--- config.mk ---
export PLATFORM = sky130hd
export DESIGN_NAME = cunit
export DESIGN_NICKNAME = d
export VERILOG_FILES = /design/src/rtl/cunit_pkg.sv /design/src/rtl/cunit_timing_decoder.sv /design/src/rtl/cunit.sv
export SDC_FILE = /design/constraint.sdc
export NUM_CORES = 1
export LEC_CHECK = 0
export CORE_ASPECT_RATIO = 0.9
export CORE_MARGIN = 1.5
export CORE_UTILIZATION = 36
export CTS_BUF_LIST = sky130_fd_sc_hd__clkbuf_8 sky130_fd_sc_hd__clkbuf_16
export DETAILED_ROUTE_END_ITERATION = 7
export PLACE_DENSITY = 0.87
export SYNTH_ARGS = -nofsm -noshare
export SYNTH_HDL_FRONTEND = slang
export SYNTH_SLANG_ARGS = --single-unit
--- constraint.sdc ---
create_clock -name clock -period 3.5 [get_ports clock]
set_input_delay 1.05 -clock clock [delete_from_list [all_inputs] [get_ports clock]]
set_output_delay 1.05 -clock clock [all_outputs]
set_load 0.02 [all_outputs]
--- src/rtl/cunit_pkg.sv ---
// cunit_pkg: bus/ALU encodings, sequence-counter states and control bundle shared by cunit and dpath
package cunit_pkg;
  localparam logic [2:0] BUS_SEL_ZERO = 3'd0, BUS_SEL_AR = 3'd1, BUS_SEL_PC = 3'd2, BUS_SEL_DR = 3'd3,
                         BUS_SEL_AC = 3'd4, BUS_SEL_IR = 3'd5, BUS_SEL_TR = 3'd6, BUS_SEL_M = 3'd7;
  localparam logic [2:0] ALU_OP_PASS = 3'd0, ALU_OP_AND = 3'd1, ALU_OP_ADD = 3'd2, ALU_OP_LDA = 3'd3,
                         ALU_OP_CMA = 3'd4, ALU_OP_CIR = 3'd5, ALU_OP_CIL = 3'd6, ALU_OP_CME = 3'd7;
  typedef enum logic [2:0] {SC_T0, SC_T1, SC_T2, SC_T3, SC_T4, SC_T5, SC_T6} sc_e;
  typedef enum logic [1:0] {MODE_INIT, MODE_RUN, MODE_HALT} mode_e;
  typedef struct packed {
    logic ar_load, pc_load, dr_load, ac_load, ir_load, tr_load, outr_load, r_load;
    logic ar_reset, pc_reset, dr_reset, ac_reset, tr_reset, ien_reset, r_reset;
    logic ar_inc, pc_inc, dr_inc, ac_inc, ien_set, m_read, m_write, fgi_clr, fgo_clr;
    logic [2:0] bus_sel;
    logic [2:0] alu_ops;
  } ctrl_t;
endpackage

--- src/rtl/cunit_timing_decoder.sv ---
// cunit_timing_decoder: sequence counter with clear, one-hot T0..T6 decode and illegal-count flag
module cunit_timing_decoder
  import cunit_pkg::*;
#(
  parameter int SC_WIDTH = 3
) (
  input  logic       clock,
  input  logic       reset_n,
  input  logic       clr,
  output logic [6:0] t,
  output logic       illegal
);
  logic [SC_WIDTH-1:0] sc;
  always_ff @(posedge clock or negedge reset_n)
    if (!reset_n) sc <= '0;
    else sc <= clr ? '0 : sc + 1'b1;
  always_comb
    for (int k = 0; k < 7; k++) t[k] = sc == SC_WIDTH'(k);
  assign illegal = sc > SC_WIDTH'(SC_T6);
endmodule

--- src/rtl/cunit.sv ---
// cunit: hardwired control unit driving every dpath strobe for fetch, execute, I/O, interrupt and halt
module cunit
  import cunit_pkg::*;
#(
  parameter int SC_WIDTH = 3,
  parameter bit INIT_CYC = 1'b1
) (
  input  logic        clock,
  input  logic        reset_n,
  input  logic        D0, D1, D2, D3, D4, D5, D6, D7,
  input  logic        I,
  input  logic        B0, B1, B2, B3, B4, B5, B6, B7, B8, B9, B10, B11,
  input  logic        DR_ZERO,
  input  logic [15:0] AC_out,
  input  logic        E,
  input  logic        IEN_out,
  input  logic        R_out,
  input  logic        fgi,
  input  logic        fgo,
  output logic        AR_load, PC_load, DR_load, AC_load, IR_load, TR_load, OUTR_load, R_load,
  output logic        AR_reset, PC_reset, DR_reset, AC_reset, TR_reset, IEN_reset, R_reset,
  output logic        AR_inc, PC_inc, DR_inc, AC_inc, IEN_set, M_read, M_write,
  output logic        fgi_clr, fgo_clr,
  output logic [2:0]  BUS_sel,
  output logic [2:0]  ALU_ops,
  output logic        halted
);
  mode_e mode, mode_nx;
  ctrl_t c;
  logic [6:0] t;
  logic ill, sc_clr, skip;
  logic [2:0] rr_op;

  cunit_timing_decoder #(.SC_WIDTH(SC_WIDTH)) u_td (
    .clock(clock), .reset_n(reset_n), .clr(sc_clr), .t(t), .illegal(ill)
  );

  always_ff @(posedge clock or negedge reset_n)
    if (!reset_n) mode <= INIT_CYC ? MODE_INIT : MODE_RUN;
    else mode <= mode_nx;

  assign rr_op = B9 ? ALU_OP_CMA : B7 ? ALU_OP_CIR : B6 ? ALU_OP_CIL :
                 (B8 | (B10 & E)) ? ALU_OP_CME : ALU_OP_PASS;
  assign skip = (B4 & ~AC_out[15]) | (B3 & AC_out[15]) | (B2 & ~|AC_out) | (B1 & ~E);

  always_comb begin
    c = '0;
    mode_nx = mode;
    sc_clr = 1'b0;
    if (mode == MODE_INIT) begin
      {c.ar_reset, c.pc_reset, c.dr_reset, c.ac_reset, c.tr_reset, c.ien_reset, c.r_reset} = 7'h7F;
      sc_clr = 1'b1;
      mode_nx = MODE_RUN;
    end else if (mode == MODE_HALT || ill) begin
      sc_clr = 1'b1;
    end else if (R_out && |t[2:0]) begin
      c.ar_reset = t[0];
      c.tr_load = t[0];
      c.bus_sel = t[0] ? BUS_SEL_PC : t[1] ? BUS_SEL_TR : BUS_SEL_ZERO;
      c.m_write = t[1];
      c.pc_reset = t[1];
      {c.pc_inc, c.ien_reset, c.r_reset, sc_clr} = {4{t[2]}};
    end else begin
      c.r_load = ~|t[2:0] & IEN_out & (fgi | fgo) & ~R_out;
      if (t[0]) begin
        c.bus_sel = BUS_SEL_PC;
        c.ar_load = 1'b1;
      end else if (t[1]) begin
        c.bus_sel = BUS_SEL_M;
        {c.m_read, c.ir_load, c.pc_inc} = 3'b111;
      end else if (t[2]) begin
        c.bus_sel = BUS_SEL_IR;
        c.ar_load = 1'b1;
      end else if (t[3]) begin
        sc_clr = D7;
        if (D7 && !I) begin
          // AC must load to capture a rotate/complement; CME alone only changes E
          c.ac_reset = B11;
          c.alu_ops = rr_op;
          c.ac_load = B9 | B7 | B6;
          c.ac_inc = B5 & (rr_op == ALU_OP_PASS);
          c.pc_inc = skip;
          mode_nx = B0 ? MODE_HALT : mode;
        end else if (D7) begin
          c.bus_sel = B10 ? BUS_SEL_AC : BUS_SEL_ZERO;
          c.outr_load = B10;
          c.fgo_clr = B10;
          c.pc_inc = (B9 & fgi) | (B8 & fgo);
          c.ien_set = B7;
          c.ien_reset = B6;
        end else if (I) begin
          c.bus_sel = BUS_SEL_M;
          c.m_read = 1'b1;
          c.ar_load = 1'b1;
        end
      end else if (t[4]) begin
        c.bus_sel = (D0 | D1 | D2 | D6) ? BUS_SEL_M : D3 ? BUS_SEL_AC : D4 ? BUS_SEL_AR :
                    D5 ? BUS_SEL_PC : BUS_SEL_ZERO;
        c.m_read = D0 | D1 | D2 | D6;
        c.dr_load = D0 | D1 | D2 | D6;
        c.m_write = D3 | D5;
        c.pc_load = D4;
        c.ar_inc = D5;
        sc_clr = D3 | D4;
      end else if (t[5]) begin
        c.alu_ops = D0 ? ALU_OP_AND : D1 ? ALU_OP_ADD : D2 ? ALU_OP_LDA : ALU_OP_PASS;
        c.ac_load = D0 | D1 | D2;
        c.bus_sel = D5 ? BUS_SEL_AR : BUS_SEL_ZERO;
        c.pc_load = D5;
        c.dr_inc = D6;
        sc_clr = D0 | D1 | D2 | D5;
      end else if (t[6]) begin
        c.bus_sel = D6 ? BUS_SEL_DR : BUS_SEL_ZERO;
        c.m_write = D6;
        c.pc_inc = D6 & DR_ZERO;
        sc_clr = D6;
      end
    end
  end

  assign {AR_load, PC_load, DR_load, AC_load, IR_load, TR_load, OUTR_load, R_load,
          AR_reset, PC_reset, DR_reset, AC_reset, TR_reset, IEN_reset, R_reset,
          AR_inc, PC_inc, DR_inc, AC_inc, IEN_set, M_read, M_write, fgi_clr, fgo_clr,
          BUS_sel, ALU_ops} = reset_n ? c : '0;
  assign halted = mode == MODE_HALT;
endmodule
==> results of run 1 <==
[through the flow]
step / cells / setup slack [ps] / power (W) / TNS, ps / area [um2]
finish: 311 / 29.7 / 0.00117 / 0 / 2210
detailed placement: 306 / -715 / 0.00102 / -12150 / 2140
floorplan: 162 / 326 / 0.000643 / 0 / 1150
global placement: 306 / -709 / 0.00101 / -11740 / 2140
global route: 311 / -24.6 / 0.00125 / -24.6 / 2210
CTS: 310 / -98.5 / 0.00112 / -125 / 2200
[power breakdown]
part	leakage, nW	total (W)	internal, W	switching, W
clock network	0.0269	0.000104	0.0000752	0.0000288
logic	1.03	0.000958	0.000434	0.000525
registers	0.0590	0.000104	0.0000814	0.0000223
total	1.11	0.00117	0.000590	0.000576
[sequential cells by signal, summed over array words and instances, names as in the netlist]
register / count
u_td.sc: 3
mode: 2
[worst max-delay path, stage by stage]
cell and delay, ps:
clkdlybuf4s50_1 530, and3b_1 200, o21ai_2 150, a31oi_4 100, o211a_1 250, buf_6 130
[cell families after synthesis]
logic type | after synthesis
mux | 1
flops | 5
buf+inv | 22
compound gates | 50
other cells | 1
simple gates | 78
fa+ha+maj | 5
[layout make-up]
cell class                 instances  area (um2)  area share
multi-input combinational        135         995       0.451
inverter                          11        41.3      0.0187
timing repair buffer             114         948       0.430
tap                               42        52.6      0.0238
clock inverter                     1        3.75     0.00170
clock buffer                       3        41.3      0.0187
sequential                         5         125      0.0567
[timing repair]
action / 4_1_cts / 5_1_grt
gates resized for setup: 123 / 41
setup endpoints to repair: 29 / 26
pin swaps: 13 / 15
setup buffers: 0 / 1
[path summary, 6_finish.rpt]
check	startpoint	slack [ps]	to
max	D3	30	BUS_sel[0]
min	mode[1]	500	mode[1]
max reg2reg	u_td.sc[0]	1530	mode[0]
min reg2reg	mode[1]	500	mode[1]
max in group asynchronous	reset_n	2470	mode[0]
min in group asynchronous	reset_n	780	u_td.sc[1]
[layer usage]
| layer | part of all wire | global-route usage | routed length, um |
|---|---|---|---|
| met3 | 0.088 | 0.0361 | 408 |
| met2 | 0.48 | 0.436 | 2250 |
| met4 | 0.011 | 0.0762 | 53 |
| met5 | 0 | 0 | 0 |
| met1 | 0.42 | 0.333 | 1940 |
[cell usage after synthesis (5+ instances only)]
cell / n
nor2_1: 17
a21oi_1: 8
nor3_1: 11
nand2_1: 8
o21ai_0: 9
ha_1: 5
nand2b_1: 7
buf_4: 5
dfrtp_1: 5
nand3_1: 8
inv_1: 11
==> results.json, run 1 <==
{
  "status": "completed",
  "dp.final_hpwl_mm": 3.71,
  "gp_congestion": 1.03,
  "synth-simple-area-share": 0.393,
  "synth-compound-area-share": 0.313,
  "cp-end-kind": "output pin",
  "synth_area_leaders": "dfrtp_1 (11%), nor2_1 (5.5%), ha_1 (5.4%)",
  "critPathMaxFanout": 4,
  "synth_async_sr_flop_share": 1.00,
  "syn-num-nets": 212,
  "ir_worst_vdd_mv": 0.428,
  "synth_xor_area_frac": 0,
  "synth_top_area_frac": 0.108,
  "ys_seq_area_frac": 0.108,
  "path_clk_slew_ps": 30,
  "ys_ff_latch": 5,
  "path_class": "in -> out",
  "clock_latency_ps": 220,
  "synthAdderAreaFrac": 0.0542,
  "ios": 76,
  "ctsLongestPathBuffers": 2,
  "drt_iter0_drc": 84,
  "drc": 0,
  "die_w_um": 62.7,
  "finish.utilization": 0.720,
  "htree_levels": 1,
  "synth_edf_count": 0,
  "num_rows": 19,
  "grt_pass1_vias": 1574,
  "n_fill_cell": 255,
  "n_antenna_cell": 0,
  "final_layout_size_suffix_gt1_frac": 0.357,
  "synthMuxAreaShare": 0.00867,
  "slew_viol_final": 0,
  "start_kind": "input pin",
  "post_drt_wl_per_cell_um": 14.9,
  "track_usage": 0.255,
  "p_leak_nw": 1.11,
  "detail-route-antenna-nets": 0,
  "period_needed_ps": 3470,
  "cts_sinks": 5,
  "syn2layout_area_growth_pct": 91.1,
  "synthFlopType": "dfrtp_1",
  "skew_ps": 2.48,
  "vias_per_cell": 5.44,
  "syn-instance-count": 162,
  "cp.required_ps": 2450,
  "tritoncts": "done",
  "syn_area_um2": 1150,
  "nNetsFinal": 320,
  "grt_pass1_wl_mm": 7.32,
  "hold_path_class": "reg -> reg",
  "dr_total_vias": 1691,
  "port_buffers": 74,
  "setup_viol": 0,
  "power.density_nw_per_um2": 528,
  "final_common_cell": "buf_4",
  "hold_ws_ps": 499,
  "synth_area_per_cell_um2": 7.13,
  "dr.pass1.iters": 4,
  "crit_arrival_ps": 2420,
  "yosysTopAreaCell": "dfrtp_1",
  "period_share": 0.992,
  "final_cell_mix": "buf_4 (41), clkdlybuf4s50_1 (25), nor2_1 (17)",
  "synth_top_family_by_area": "simple AND/OR/NAND/NOR gates",
  "ys_types": 58,
  "cts_root_buffer": "clkbuf_8",
  "postCtsHoldBufs": 0,
  "grt_overflow_total": 0,
  "synth_warnings": 0,
  "fmax_ghz": 0.288,
  "cts_made_buffers": 3,
  "rr_worst_depth": 8,
  "drv_cap": 0,
  "antenna_found_initial": 0,
  "initial_utilization": 0.377,
  "die_height_um": 56.7,
  "worstHoldPathCells": 1,
  "coreArea_um2": 3070,
  "hold_viol_final": 0,
  "die_area_um2": 3560,
  "grt_start_max_net_pins": 18,
  "routed_wl_mm": 4.65
}
(Power assumes the default switching activity.)
==> run 2, diff against run 1 <==
--- a/config.mk
+++ b/config.mk
@@ -7,10 +7,10 @@
 export LEC_CHECK = 0
 export CORE_ASPECT_RATIO = 0.9
 export CORE_MARGIN = 1.5
-export CORE_UTILIZATION = 36
+export CORE_UTILIZATION = 33
 export CTS_BUF_LIST = sky130_fd_sc_hd__clkbuf_8 sky130_fd_sc_hd__clkbuf_16
 export DETAILED_ROUTE_END_ITERATION = 7
-export PLACE_DENSITY = 0.87
+export PLACE_DENSITY = 0.85
 export SYNTH_ARGS = -nofsm -noshare
 export SYNTH_HDL_FRONTEND = slang
 export SYNTH_SLANG_ARGS = --single-unit
==> constraint.sdc (replaced) <==
create_clock -name clock -period 3 [get_ports clock]
set_input_delay 0.9 -clock clock [delete_from_list [all_inputs] [get_ports clock]]
set_output_delay 0.9 -clock clock [all_outputs]
set_load 0.02 [all_outputs]
==> results.json, run 2 (synthesized netlist as in run 1, its figures left out) <==
{
  "status": "finished with violations",
  "failed_checks": "negative setup slack",
  "ctsLongestPathBuffers": 2,
  "die_area_um2": 3860,
  "cp.required_ps": 2100,
  "detail-route-antenna-nets": 0,
  "path_clk_slew_ps": 40,
  "dr.pass1.iters": 4,
  "critPathMaxFanout": 3,
  "grt_pass1_wl_mm": 7.78,
  "antenna_found_initial": 0,
  "slew_viol_final": 0,
  "largest_reg_flops": 3,
  "cp-end-kind": "output pin",
  "cts_made_buffers": 3,
  "final_common_cell": "buf_4",
  "initial_utilization": 0.344,
  "grt_util_met1": 0.306,
  "fmax_ghz": 0.322,
  "nNetsFinal": 336,
  "clock_latency_ps": 220,
  "ir_worst_vdd_mv": 0.504,
  "post_drt_wl_per_cell_um": 16.0,
  "final_cell_mix": "buf_4 (56), buf_2 (20), clkdlybuf4s50_1 (17)",
  "ios": 76,
  "total_power_w": 0.00147,
  "path_class": "in -> out",
  "critPathSlowestCell": "or4_4",
  "met3_usage": 0.0304,
  "drc": 0,
  "cts_root_buffer": "clkbuf_8",
  "multi_input_area_um2": 1040,
  "setup_viol": 5,
  "track_usage": 0.261,
  "hold_path_class": "reg -> reg",
  "register_area_um2": 125,
  "n_fill_cell": 275,
  "power.density_nw_per_um2": 623,
  "period_share": 1.04,
  "drv_cap": 0,
  "grt_overflow_total": 0,
  "r2r-start": "u_td.sc[0]",
  "r2r_slack_ps": 1160,
  "finalWorstSetupSlack_ps": -108,
  "top_register": "u_td.sc",
  "postCtsHoldBufs": 0,
  "hold_viol_final": 0,
  "htree_levels": 1,
  "grt_start_max_net_pins": 11,
  "n_antenna_cell": 0,
  "vias_per_cell": 5.46,
  "rr_worst_depth": 8,
  "largestRegisters": "u_td.sc (3), mode (2)",
  "tritoncts": "done",
  "grt_pass1_vias": 1713,
  "rsz0062_at_grt": "yes",
  "critPathMaxStageDelay_ps": 560,
  "grt-busiest-layer": "met2",
  "dp.final_hpwl_mm": 3.97,
  "period_needed_ps": 3110,
  "pre_cts_ws_ps": -838,
  "cp_cell_sequence": "buf_6, or4_4, o211ai_2, nand3_1, a32o_2, buf_6",
  "r2r_end": "u_td.sc[2]",
  "gp_congestion": 0.950,
  "skew_ps": 3.46,
  "p_leak_nw": 1.17,
  "die_w_um": 65.4,
  "drt_iter0_drc": 76,
  "routed_wl_mm": 5.26,
  "cts_sinks": 5,
  "critPathLaunch": "D6",
  "start_kind": "input pin",
  "crit_arrival_ps": 2210,
  "dr_total_vias": 1796,
  "cp-endpoint": "BUS_sel[2]",
  "final_layout_size_suffix_gt1_frac": 0.474,
  "coreArea_um2": 3350,
  "crit_top_cell": "buf_6",
  "die_height_um": 59.1,
  "syn2layout_area_growth_pct": 105,
  "port_buffers": 74,
  "hold_ws_ps": 487,
  "num_rows": 20,
  "grt_use_met2": 0.475
}
-- run 2: cell types whose count changed in the layout (fill, tap and decap cells not counted), moves of 4 or more --
cell and delta:
clkbuf_2 -7, dlymetal6s2s_1 -4, ha_1 -4, clkdlybuf4s50_1 -8, buf_2 +10, clkdlybuf4s15_1 +5
buf_6 +7, buf_4 +15
-- run 2: metal layers --
layer	up-vias	wire (um)
li1	856	-
met1	838	2090
met2	89	2700
met3	13	346
met4	0	127
met5	-	0
-- run 2: worst min-delay path by stage --
| stage | from | end | slack [ps] | cells past startpoint |
|---|---|---|---|---|
| finish | u_td.sc[0] | u_td.sc[0] | 490 | 1 |
| global route | mode[1] | mode[1] | 510 | 1 |
| CTS | mode[1] | mode[1] | 490 | 1 |
| detailed placement | mode[1] | mode[1] | 480 | 1 |
| global placement | mode[1] | mode[1] | 480 | 1 |
| floorplan | u_td.sc[0] | u_td.sc[0] | 460 | 1 |
-- run 2: cell type report --
cell class,instances,area share
Clock inverter,1,0.00159
Multi-Input combinational cell,135,0.440
Sequential cell,5,0.0529
Timing Repair Buffer,130,0.448
Clock buffer,3,0.0174
Inverter,11,0.0174
Tap cell,44,0.0233
-- run 2: report_power, final --
group,switching (W),internal [W]
clock network,0.0000345,0.0000878
registers,0.0000253,0.0000950
logic,0.000643,0.000588
-- run 2: critical path, delay by kind of cell --
| family | cells | cell delay [ps] |
|---|---|---|
| AND/OR/NAND/NOR | 2 | 650 |
| AO/OA/AOI/OAI | 2 | 440 |
| buffers and inverters | 2 | 220 |
-- run 2: stage by stage --
step	cell area, um2	setup TNS [ps]	cells	util
global placement	2210	-16910	317	0.660
floorplan	1150	0	162	-
finish	2370	-276	329	0.706
global route	2370	-589	329	0.706
detailed placement	2210	-17570	317	0.660
CTS	2270	-218	325	0.676
-- run 2: timing repair --
item / in CTS / in global routing
gates resized for setup: 209 / 26
setup endpoints to repair: 29 / 19
pin swaps: 21 / 10
buffers inserted: 4 / 4
==> run 3, diff against run 2 <==
--- a/config.mk
+++ b/config.mk
@@ -7,10 +7,11 @@
 export LEC_CHECK = 0
 export CORE_ASPECT_RATIO = 0.9
 export CORE_MARGIN = 1.5
-export CORE_UTILIZATION = 33
+export CORE_UTILIZATION = 32
 export CTS_BUF_LIST = sky130_fd_sc_hd__clkbuf_8 sky130_fd_sc_hd__clkbuf_16
 export DETAILED_ROUTE_END_ITERATION = 7
 export PLACE_DENSITY = 0.85
 export SYNTH_ARGS = -nofsm -noshare
 export SYNTH_HDL_FRONTEND = slang
+export SYNTH_HIERARCHICAL = 1
 export SYNTH_SLANG_ARGS = --single-unit
==> results.json, run 3 <==
{
  "ys_types": 50,
  "syn2layout_area_growth_pct": 133,
  "worstHoldPathCells": 1,
  "cp-end-kind": "output pin",
  "r2r_end": "u_td/sc[1]",
  "tns_ps": -183,
  "initial_utilization": 0.341,
  "yosysTopAreaCell": "dfrtp_1",
  "gp_congestion": 0.949,
  "r2r_slack_ps": 1030,
  "ios": 76,
  "min_from": "mode[1]",
  "coreArea_um2": 3110,
  "syn_area_um2": 1060,
  "cts_made_buffers": 3,
  "holdPathEnd": "mode[1]",
  "hold_ws_ps": 502,
  "hold_path_class": "reg -> reg",
  "synthFlopType": "dfrtp_1",
  "period_share": 1.02,
  "rr_worst_depth": 10,
  "setup_viol": 5,
  "num_rows": 19,
  "tritoncts": "done",
  "die_height_um": 57.6,
  "skew_ps": 3.04,
  "path_clk_slew_ps": 40,
  "dr_total_vias": 1753,
  "synth_area_leaders": "dfrtp_1 (12%), nor2_1 (6.4%), ha_1 (5.9%)",
  "yosysMostFrequentCell": "nor2_1",
  "ctsLongestPathBuffers": 2,
  "drc": 0,
  "crit_arrival_ps": 2160,
  "path_class": "reg -> out",
  "rsz0062_at_grt": "yes",
  "final_common_cell": "buf_4",
  "swShare": 0.484,
  "internal_power_w": 0.000863,
  "die_w_um": 63.7,
  "grt_pass1_wl_mm": 7.80,
  "n_antenna_cell": 0,
  "cts_root_buffer": "clkbuf_8",
  "synth_top_area_frac": 0.118,
  "power.density_nw_per_um2": 677,
  "postCtsHoldBufs": 0,
  "synth_commonest_cells": "nor2_1 (18), nand2_1 (11), a21oi_1 (9), nor2b_1 (9)",
  "p_leak_nw": 1.14,
  "routed_wl_mm": 5.38,
  "period_needed_ps": 3060,
  "nNetsFinal": 322,
  "die_area_um2": 3670,
  "hold_viol_final": 0,
  "fmax_ghz": 0.327,
  "pwr-share-clk": 0.074,
  "dr.pass1.iters": 4,
  "ir_worst_vdd_mv": 0.602,
  "port_buffers": 74,
  "syn-num-nets": 205,
  "dp.final_hpwl_mm": 3.48,
  "largest_reg_flops": 3,
  "slew_viol_final": 0,
  "largestRegisters": "u_td/sc (3), mode (2)",
  "grt_pass1_vias": 1709,
  "syn-instance-count": 155,
  "vias_per_cell": 5.60,
  "synth_warnings": 6,
  "htree_levels": 1,
  "final_cell_mix": "buf_4 (43), clkdlybuf4s50_1 (22), buf_6 (19)",
  "clock_latency_ps": 230,
  "synth_edf_count": 0,
  "drt_iter0_drc": 66,
  "final_layout_size_suffix_gt1_frac": 0.520,
  "critPathMaxFanout": 4,
  "post_drt_wl_per_cell_um": 17.2,
  "grt_overflow_total": 0,
  "ys_ff_latch": 5,
  "p_comb_frac": 0.835,
  "antenna_found_initial": 0,
  "ys_seq_area_frac": 0.118,
  "cts_sinks": 5,
  "start_kind": "register",
  "cp.required_ps": 2100,
  "track_usage": 0.271,
  "status": "finished with violations",
  "top_register": "u_td/sc",
  "finalWorstSetupSlack_ps": -56.8,
  "p_seq_frac": 0.092,
  "failed_checks": "negative setup slack",
  "synth_area_per_cell_um2": 6.85,
  "synth_async_sr_flop_share": 1.00,
  "grt_start_max_net_pins": 12,
  "p_switching_w": 0.000809,
  "drv_cap": 0,
  "detail-route-antenna-nets": 0,
  "r2r-start": "u_td/sc[0]"
}
run 3: cell count changes after synthesis, sizes merged, moves of 3 or more:
cell    change
nor2b       +8
nand2       +4
o211a       -3
inv         -4
and2b       -3
o211ai      -3
nand2b      -3
run 3: cell type report:
| class | count | area, um2 |
|---|---|---|
| clock inverters | 1 | 3.75 |
| multi-input cells | 134 | 1160 |
| fillers | 206 | 646 |
| well taps | 42 | 52.6 |
| repair buffers | 121 | 1040 |
| inverters | 7 | 35.0 |
| clock buffers | 3 | 41.3 |
| flip-flops and latches | 5 | 129 |
run 3: worst max-delay path, cell delays in order (launching register included):
cell and delay [ps]:
dfrtp_2 430, inv_4 60, ha_4 150, nor2b_4 120
or3_4 460, buf_6 150, nor3_4 150, o21ai_1 150
o31ai_4 90, buf_6 150
run 3: per-layer routing:
metal / track usage / vias up / wire, um / part of all wire
li1: - / 807 / - / -
met5: 0 / - / 0 / 0
met2: 0.520 / 101 / 2770 / 0.51
met3: 0.0757 / 21 / 543 / 0.10
met4: 0.121 / 0 / 193 / 0.036
met1: 0.274 / 824 / 1880 / 0.35
run 3: worst max-delay path by stage:
stage	start	endpoint	cells after the start	slack, ps
6_report	u_td/sc[1]	ALU_ops[0]	9	-60
5_1_grt	u_td/sc[1]	PC_inc	9	-120
4_1_cts	u_td/sc[0]	M_read	7	-20
3_5_place_dp	D1	BUS_sel[2]	6	-820
3_3_place_gp	D1	BUS_sel[2]	6	-820
2_1_floorplan	u_td/sc[0]	R_load	7	50
run 3: what timing repair did:
item	in CTS	in global routing
setup buffers	2	7
gates resized for setup	191	71
pin swaps	21	25
endpoints found under the setup margin	29	25
run 3: power by group through the flow:
stage	Sequential [W]	Clock, W	Combinational, W
floorplan	0.000117	0	0.000562
global placement	0.000123	0	0.000992
detailed placement	0.000125	0	0.00101
CTS	0.000143	0.000127	0.00114
global route	0.000158	0.000133	0.00147
finish	0.000153	0.000123	0.00140
run 3: through the flow:
step            util  std cells  total power [W]  instance area (um2)  setup slack [ps]
5_1_grt        0.793        313          0.00176                 2470              -119
3_5_place_dp   0.671        301          0.00114                 2090              -822
6_report       0.793        313          0.00167                 2470             -56.8
2_1_floorplan      -        155         0.000680                 1060              49.9
3_3_place_gp   0.671        301          0.00111                 2090              -818
4_1_cts        0.721        307          0.00141                 2240             -20.4
run 3: cell families (layout without fill, tap and decap cells):
kind of cell,count (synthesis),count (layout),synth area share
flops,5,5,0.118
simple gates,85,85,0.468
compound gates,42,42,0.263
mux,1,1,0.00943
other cells,1,1,0.00353
buf+inv,16,132,0.0790
fa+ha+maj,5,5,0.0590
